File: src/rtl/fp_normalize_round_pkg.sv
// ---------------------------------------------------------------------------
// fp_normalize_round_pkg
//   Shared definitions for the post-adder normalise/round stage:
//   default field widths, guard/round/sticky bit positions inside the
//   extended mantissa, the FSM state encoding and a small helper for the
//   all-ones exponent value used by the overflow clamp.
// ---------------------------------------------------------------------------
package fp_normalize_round_pkg;

  // Default IEEE-754 single-precision field widths
  localparam int DEF_EXP_W = 8;
  localparam int DEF_MAN_W = 23;

  // Guard/round/sticky positions at the bottom of the extended mantissa
  localparam int POS_G = 2;
  localparam int POS_R = 1;
  localparam int POS_S = 0;

  // Controller states
  typedef enum logic [1:0] {
    IDLE  = 2'd0,
    NORM  = 2'd1,
    ROUND = 2'd2,
    DONE  = 2'd3
  } state_t;

  // Biased exponent value reserved for infinity (255 for an 8-bit field)
  function automatic int expAllOnes(input int ew);
    return (1 << ew) - 1;
  endfunction

endpackage

File: src/rtl/fp_normalize_round_rne.sv
// ---------------------------------------------------------------------------
// fp_round_rne
//   Combinational round-to-nearest-even on a normalised mantissa.
//   Takes the fraction plus G/R/S bits (hidden bit already known to be 1),
//   increments the fraction when required and bumps the exponent if the
//   increment carries out of the fraction field.
//
//   Ports
//     i_sign       result sign, passed through into the packed word
//     i_exp        signed biased exponent before rounding (EXP_W+2 bits)
//     i_body       {fraction, G, R, S}
//     o_result     packed {sign, exp, fraction} of the rounded value,
//                  meaningful only when neither flag is set
//     o_overflow   rounded exponent reaches the infinity encoding
//     o_underflow  rounded exponent is zero or negative (flush to zero)
// ---------------------------------------------------------------------------
module fp_round_rne
  import fp_normalize_round_pkg::*;
#(
  parameter int EXP_W = DEF_EXP_W,
  parameter int MAN_W = DEF_MAN_W
) (
  input  logic                    i_sign,
  input  logic signed [EXP_W+1:0] i_exp,
  input  logic [MAN_W+2:0]        i_body,
  output logic [EXP_W+MAN_W:0]    o_result,
  output logic                    o_overflow,
  output logic                    o_underflow
);

  localparam int XW = EXP_W + 2;
  localparam logic signed [XW-1:0] EXP_TOP  = XW'(expAllOnes(EXP_W));
  localparam logic signed [XW-1:0] EXP_ONE  = XW'(1);
  localparam logic signed [XW-1:0] EXP_ZERO = '0;

  logic [MAN_W-1:0]     w_frac;
  logic                 w_g;
  logic                 w_r;
  logic                 w_s;
  logic                 w_round_up;
  logic [MAN_W:0]       w_sum;
  logic signed [XW-1:0] w_exp_adj;

  assign w_frac = i_body[MAN_W+2:POS_G+1];
  assign w_g    = i_body[POS_G];
  assign w_r    = i_body[POS_R];
  assign w_s    = i_body[POS_S];

  // Exactly half an ulp rounds toward the even fraction; anything above half
  // (R or S set) always rounds up.
  assign w_round_up = w_g & (w_r | w_s | w_frac[0]);
  assign w_sum      = {1'b0, w_frac} + {{MAN_W{1'b0}}, w_round_up};

  // A carry out of the fraction means 1.111..1 became 10.000..0: the field
  // wraps to zero on its own and the exponent absorbs the extra bit.
  assign w_exp_adj = w_sum[MAN_W] ? (i_exp + EXP_ONE) : i_exp;

  assign o_overflow  = (w_exp_adj >= EXP_TOP);
  assign o_underflow = (w_exp_adj <= EXP_ZERO);
  assign o_result    = {i_sign, w_exp_adj[EXP_W-1:0], w_sum[MAN_W-1:0]};

endmodule

File: src/rtl/fp_normalize_round.sv
// ---------------------------------------------------------------------------
// fp_normalize_round
//   Sequential normalise + round stage placed after the float add/sub
//   datapath. Accepts one raw sum at a time, shifts it until the hidden bit
//   is set, rounds to nearest-even, clamps overflow to infinity and
//   underflow (including denormal range) to signed zero, then presents the
//   packed single-precision word until the consumer takes it.
//
//   Ports
//     clk         rising-edge clock
//     rst         asynchronous active-high reset; aborts any operation
//     in_valid    operand valid
//     in_ready    high in IDLE while not in reset
//     in_sign     result sign
//     in_exp      two's-complement biased exponent of the hidden-bit position
//     in_mant     {carry, hidden, fraction, G, R, S}
//     out_valid   result valid
//     out_ready   consumer accepts the result
//     out_result  packed {sign, exp, fraction}
//
//   Build option
//     FP_FAST_NORM_EN  when defined, normalisation finishes in a single cycle
//                      using a leading-zero count and a barrel shift; results
//                      are identical to the default one-bit-per-cycle shifter.
// ---------------------------------------------------------------------------
module fp_normalize_round
  import fp_normalize_round_pkg::*;
#(
  parameter int EXP_W = DEF_EXP_W,
  parameter int MAN_W = DEF_MAN_W
) (
  input  logic                 clk,
  input  logic                 rst,
  input  logic                 in_valid,
  output logic                 in_ready,
  input  logic                 in_sign,
  input  logic [EXP_W+1:0]     in_exp,
  input  logic [MAN_W+4:0]     in_mant,
  output logic                 out_valid,
  input  logic                 out_ready,
  output logic [EXP_W+MAN_W:0] out_result
);

  localparam int M     = MAN_W + 5;
  localparam int XW    = EXP_W + 2;
  localparam int RW    = 1 + EXP_W + MAN_W;
  localparam int CARRY = M - 1;
  localparam int HID   = M - 2;
  localparam logic signed [XW-1:0] EXP_ONE = XW'(1);

  // The carry bit is folded away at capture, so the working mantissa only
  // keeps hidden bit, fraction and GRS.
  state_t               r_state;
  logic                 r_sign;
  logic signed [XW-1:0] r_exp;
  logic [M-2:0]         r_mant;
  logic [RW-1:0]        r_result;
  logic                 r_out_valid;

  logic [RW-1:0]        w_round_result;
  logic                 w_round_ovf;
  logic                 w_round_unf;

  fp_round_rne #(
    .EXP_W (EXP_W),
    .MAN_W (MAN_W)
  ) u_round (
    .i_sign      (r_sign),
    .i_exp       (r_exp),
    .i_body      (r_mant[M-3:0]),
    .o_result    (w_round_result),
    .o_overflow  (w_round_ovf),
    .o_underflow (w_round_unf)
  );

`ifdef FP_FAST_NORM_EN
  localparam int LZW = $clog2(M);

  logic [LZW-1:0]       w_lzc;
  logic signed [XW-1:0] w_lzc_x;

  // Leading-zero count measured from the hidden-bit position. Scanning
  // upward lets the most significant set bit overwrite earlier hits.
  always_comb begin
    w_lzc = LZW'(M - 1);
    for (int i = 0; i < M - 1; i++) begin
      if (r_mant[i]) begin
        w_lzc = LZW'(HID - i);
      end
    end
  end

  assign w_lzc_x = XW'(w_lzc);
`endif

  assign in_ready   = (r_state == IDLE) && !rst;
  assign out_valid  = r_out_valid;
  assign out_result = r_result;

  // Control FSM and datapath registers. A zero operand skips straight to
  // DONE but raises out_valid one cycle later, giving it a latency of one.
  always_ff @(posedge clk or posedge rst) begin
    if (rst) begin
      r_state     <= IDLE;
      r_sign      <= 1'b0;
      r_exp       <= '0;
      r_mant      <= '0;
      r_result    <= '0;
      r_out_valid <= 1'b0;
    end else begin
      case (r_state)
        IDLE: begin
          if (in_valid) begin
            r_sign <= in_sign;
            if (in_mant == '0) begin
              r_result <= '0;
              r_state  <= DONE;
            end else if (in_mant[CARRY]) begin
              // Shift right once; the bit that falls off joins the sticky.
              r_mant  <= {in_mant[M-1:2], in_mant[1] | in_mant[0]};
              r_exp   <= $signed(in_exp) + EXP_ONE;
              r_state <= NORM;
            end else begin
              r_mant  <= in_mant[M-2:0];
              r_exp   <= $signed(in_exp);
              r_state <= NORM;
            end
          end
        end

        NORM: begin
`ifdef FP_FAST_NORM_EN
          // Shifting by lzc would walk the exponent through 1 before the
          // hidden bit arrives, which the iterative shifter flags as
          // underflow; an already-normalised value is never flagged here.
          if ((w_lzc != '0) && (w_lzc_x >= r_exp)) begin
            r_result    <= {r_sign, {(RW-1){1'b0}}};
            r_out_valid <= 1'b1;
            r_state     <= DONE;
          end else begin
            r_mant  <= r_mant << w_lzc;
            r_exp   <= r_exp - w_lzc_x;
            r_state <= ROUND;
          end
`else
          if (r_mant[HID]) begin
            r_state <= ROUND;
          end else if (r_exp <= EXP_ONE) begin
            r_result    <= {r_sign, {(RW-1){1'b0}}};
            r_out_valid <= 1'b1;
            r_state     <= DONE;
          end else begin
            r_mant <= {r_mant[M-3:0], 1'b0};
            r_exp  <= r_exp - EXP_ONE;
          end
`endif
        end

        ROUND: begin
          if (w_round_ovf) begin
            r_result <= {r_sign, {EXP_W{1'b1}}, {MAN_W{1'b0}}};
          end else if (w_round_unf) begin
            r_result <= {r_sign, {(RW-1){1'b0}}};
          end else begin
            r_result <= w_round_result;
          end
          r_out_valid <= 1'b1;
          r_state     <= DONE;
        end

        DONE: begin
          if (!r_out_valid) begin
            r_out_valid <= 1'b1;
          end else if (out_ready) begin
            r_out_valid <= 1'b0;
            r_state     <= IDLE;
          end
        end

        default: begin
          r_state <= IDLE;
        end
      endcase
    end
  end

endmodule

File: config.mk
export PLATFORM = sky130hd
export DESIGN_NAME = fp_normalize_round
export DESIGN_NICKNAME = d
export VERILOG_FILES = /design/src/rtl/fp_normalize_round_pkg.sv /design/src/rtl/fp_normalize_round_rne.sv /design/src/rtl/fp_normalize_round.sv
export SDC_FILE = /design/constraint.sdc
export NUM_CORES = 1
export LEC_CHECK = 0
export CAP_MARGIN = 10
export CORE_ASPECT_RATIO = 0.9
export CORE_MARGIN = 1.5
export CORE_UTILIZATION = 40
export DETAILED_ROUTE_END_ITERATION = 16
export PLACE_DENSITY = 0.64
export SLEW_MARGIN = 20
export SYNTH_ARGS = -nofsm -noshare
export SYNTH_HDL_FRONTEND = slang
export SYNTH_HIERARCHICAL = 1
export SYNTH_SLANG_ARGS = --single-unit
File: constraint.sdc
create_clock -name clk -period 3.5 [get_ports clk]
set_clock_uncertainty 0.1 [all_clocks]
set_input_delay 0.7 -clock clk [delete_from_list [all_inputs] [get_ports clk]]
set_output_delay 0.7 -clock clk [all_outputs]
set_load 0.02 [all_outputs]
==> metrics.md <==
| Metric | Value |
|---|---|
| Outcome | `completed` |
| Area of the multi-input gates | `between 0.003 and 0.004 mm^2` |
| Die Ht | `111 um` |
| CP cell instances | `nand4_2 > or4b_2 > nor3_4 > buf_4 > a31oi_1 > and3_1 > nor2_2 > mux2_2 > a22oi_1 > nor2b_1 > mux2_2` |
| Crit-path max FO | `6` |
| Wire length per cell | `16.0 um` |
| Site Rows | `39` |
| CTS tree | `built` |
| Cts hold-fix bufs | `0` |
| Total Neg Setup Slack | `0 ns` |
| Post-synth ARST share | `100%` |
| F_max | `0.298 GHz` |
| Largest net degree at the start of global routing | `74` |
| Vias | `4759` |
| Total wire length | `13700 um` |
| Ys flop type | `dfrtp_1` |
| Synth warn | `6` |
| First-pass GRT wire length | `roughly 23000 um` |
| Initial antenna violation count | `0` |
| Top Ports | `77` |
| CP most frequent cell | `mux2_2` |
| Gpl congestion | `a little under 0.9` |
| Skew-Pair Late Insertion Delay | `0.34 ns` |
| Final hold slack | `0.407 ns` |
| DP Area | `0.00623 mm^2` |
| Yosys reg bits | `73` |
| CP Capture Type | `flop` |
| Fin area | `0.00656 mm^2` |
| Mapped Nets | `661` |
| Port bufs | `between 70 and 80` |
| Finished Core Util | `51.7%` |
| Full die area | `0.0137 mm^2` |
| RSZ-0062 raised after global routing | `no` |
| Post-synth EDFFs | `0` |
| Total of max-cap violations | `0` |
| Clock root buffer | `clkbuf_16` |
| CTS H-tree depth | `3` |
| Post-Syn Area per Cell | `8.54 um^2` |
| PwrDens | `approximately 850 mW/mm^2` |
| Delay of the slowest critical-path stage | `0.78 ns` |
| Vias in the first global route | `4552` |
| Total core area | `0.0127 mm^2` |
| DR vias/cell | `5.53` |
| Slew Limit Headroom | `between 20% and 30%` |
| TritonCTS Buffers | `9` |
| Antenna Diode Count | `0` |
| Post-route ant nets | `0` |
| Synthesized area | `0.00519 mm^2` |
| Clock Path Buffers | `2` |
| Clock Pin Slew Worst Setup and Hold Paths | `0.06 ns` |
| Worst Path Arrival | `3.48 ns` |
| Min cycle time layout | `between 3 and 4 ns` |
| Total GRT Usage | `21.2%` |
| Fin crit share | `95.8%` |
| FF/Latch Area | `about 0.0018 mm^2` |
| Worst setup SP type | `flop` |
| Tightest Hold Check Type | `flop to flop` |
| Type of the worst setup path | `flop to flop` |
| Clock sinks | `73` |
| VDD IR max | `667 uV` |
| Leak | `2.77 nW` |
| Fin. max-slew vios | `0` |
| Worst path slowest cell | `or4b_2` |
| Cells after Synth | `608` |
| Share of post-route cells with drive strength above 1 | `12.1%` |
| Total iterations of the first detailed-routing run | `5` |
| Final layout net count | `745` |
| Initial DRC count | `282` |
| Final setup fails | `0` |
| Critical Path RT | `3.63 ns` |
| DRC violations left | `0` |
| Fillcell total | `1187` |
| Grt ovf | `0` |
| Die W | `around 120 um` |
| Initial core utilization | `about 41%` |
| Fin. Hold Viols | `0` |
| Post-synthesis sequential area ratio | `around a third` |
| Post-synth cell types | `63` |
| Worst-Margin Slew | `1.07 ns` |
| Power Total | `5.59 mW` |
| Area grow syn2layout | `26.4%` |
| Post-DP HPWL | `10100 um` |
## Yosys cell counts, types with 3 or more instances
library cell  count  area share (%)
o41ai_1           3            0.51
xnor2_1          27             4.6
inv_1            36             2.6
nor3_1           11             1.1
a21oi_1          66             6.4
nand3_1          14             1.3
o21ai_0          10            0.96
mux2i_1          50             9.6
a31oi_1           4            0.48
ha_1             10             2.4
buf_2             5            0.48
and3_1           11             1.3
o22ai_1           3            0.36
or4_1             5            0.72
nor4_1           11             1.3
mux2_2            6             1.3
nor2b_1           8            0.96
a22oi_1           3            0.43
dfrtp_1          73              35
a32o_1            3            0.58
o31ai_1           5            0.72
o211ai_1          4            0.58
clkbuf_1         24             1.7
nand2_1          49             3.5
nor2_1           73             5.3
mux2_4            8             2.3
xor2_1           12             2.0
nand4_1          13             1.6
buf_1             4            0.29
or3_1             6            0.72
nand4_2           3            0.72
nand2b_1          3            0.36
and4_1            5            0.84
## flip-flops by register name, indices dropped and copies added (netlist names)
| name | cells |
|---|---|
| out_result | 32 |
| r_state | 2 |
| r_sign | 1 |
| r_mant | 27 |
| r_exp | 10 |
| out_valid | 1 |
## worst paths after layout
path	cells past startpoint	slack, ns	startpoint	to
worst min register to register	1	0.41	out_result[23]	out_result[23]
max in group asynchronous	3	2.28	rst	r_mant[12]
worst min-delay path	1	0.41	out_result[23]	out_result[23]
worst max-delay path	11	0.15	r_mant[3]	out_result[31]
min in group asynchronous	3	0.70	rst	out_valid
worst max register to register	11	0.15	r_mant[3]	out_result[31]
## routing by layer
| layer | vias up | wire [um] | GRT usage, % |
|---|---|---|---|
| met3 | 14 | 747 | 4.58 |
| met1 | 2272 | 6570 | 30.0 |
| met2 | 149 | 6280 | 32.9 |
| li1 | 2324 | - | - |
| met5 | - | 0 | 0 |
| met4 | 0 | 131 | 5.36 |
## power by group
part / total [mW] / switching, mW / internal (mW) / leakage, nW
sequential: 1.59 / 0.394 / 1.20 / 0.911
combinational: 3.12 / 1.75 / 1.37 / 1.71
clock: 0.874 / 0.344 / 0.530 / 0.144
## cell usage in the layout (no fill, tap or decap), types with 4 or more instances in the layout
cell,n
nor4_1,11
and4_1,5
clkbuf_16,9
or4_1,5
a21oi_1,66
mux2_4,8
xnor2_1,27
xor2_1,12
o31ai_1,4
or3_1,6
a31oi_1,4
o211ai_1,4
inv_1,35
dfrtp_1,70
nand2_1,49
and3_1,11
nor3_1,10
nor2b_1,8
buf_4,31
clkdlybuf4s50_1,75
mux2i_1,50
o21ai_0,10
nand4_1,13
nand3_1,14
mux2_2,6
nor2_1,72
ha_1,10
## area by class of cell
type / count / area share [%]
Inverter: 37 / 2.12
Timing Repair Buffer: 109 / 15.7
Multi-Input combinational cell: 462 / 46.9
Clock inverter: 3 / 0.229
Sequential cell: 73 / 27.9
Tap cell: 164 / 3.13
Clock buffer: 12 / 4.06
## critical path, delay by kind of cell (launching register included)
kind / cells / cell delay (ns)
buffers and inverters: 1 / 0.17
AO/OA/AOI/OAI: 2 / 0.23
multiplexers: 2 / 0.61
flip-flops: 1 / 0.42
AND/OR/NAND/NOR: 6 / 1.70
## metrics by stage
step           instances  setup WS, ns
2_1_floorplan        608         0.228
3_3_place_gp         840         0.172
3_5_place_dp         840        0.0959
4_1_cts              855        0.0808
5_1_grt              860        0.0383
6_report             860         0.147
## timing repair
item / CTS / global route
endpoints found under the setup margin: 0 / 13
gates resized for setup: 0 / 5
setup buffers: 0 / 5
hold endpoints to repair: 0 / 0
## logic make-up (layout without fill, tap and decap cells)
| kind of cell | Yosys count | after routing | synth area share [%] |
|---|---|---|---|
| and+or+nand+nor | 227 | 227 | 22.4 |
| AOI/OAI and AO/OA | 122 | 122 | 14.4 |
| DFF | 73 | 73 | 35.2 |
| buffers and inverters | 73 | 161 | 5.76 |
| muxes | 64 | 64 | 13.3 |
| xor gates and xnor gates | 39 | 39 | 6.58 |
| adders and majority gates | 10 | 10 | 2.41 |
Power figures use the tool's default switching activity.
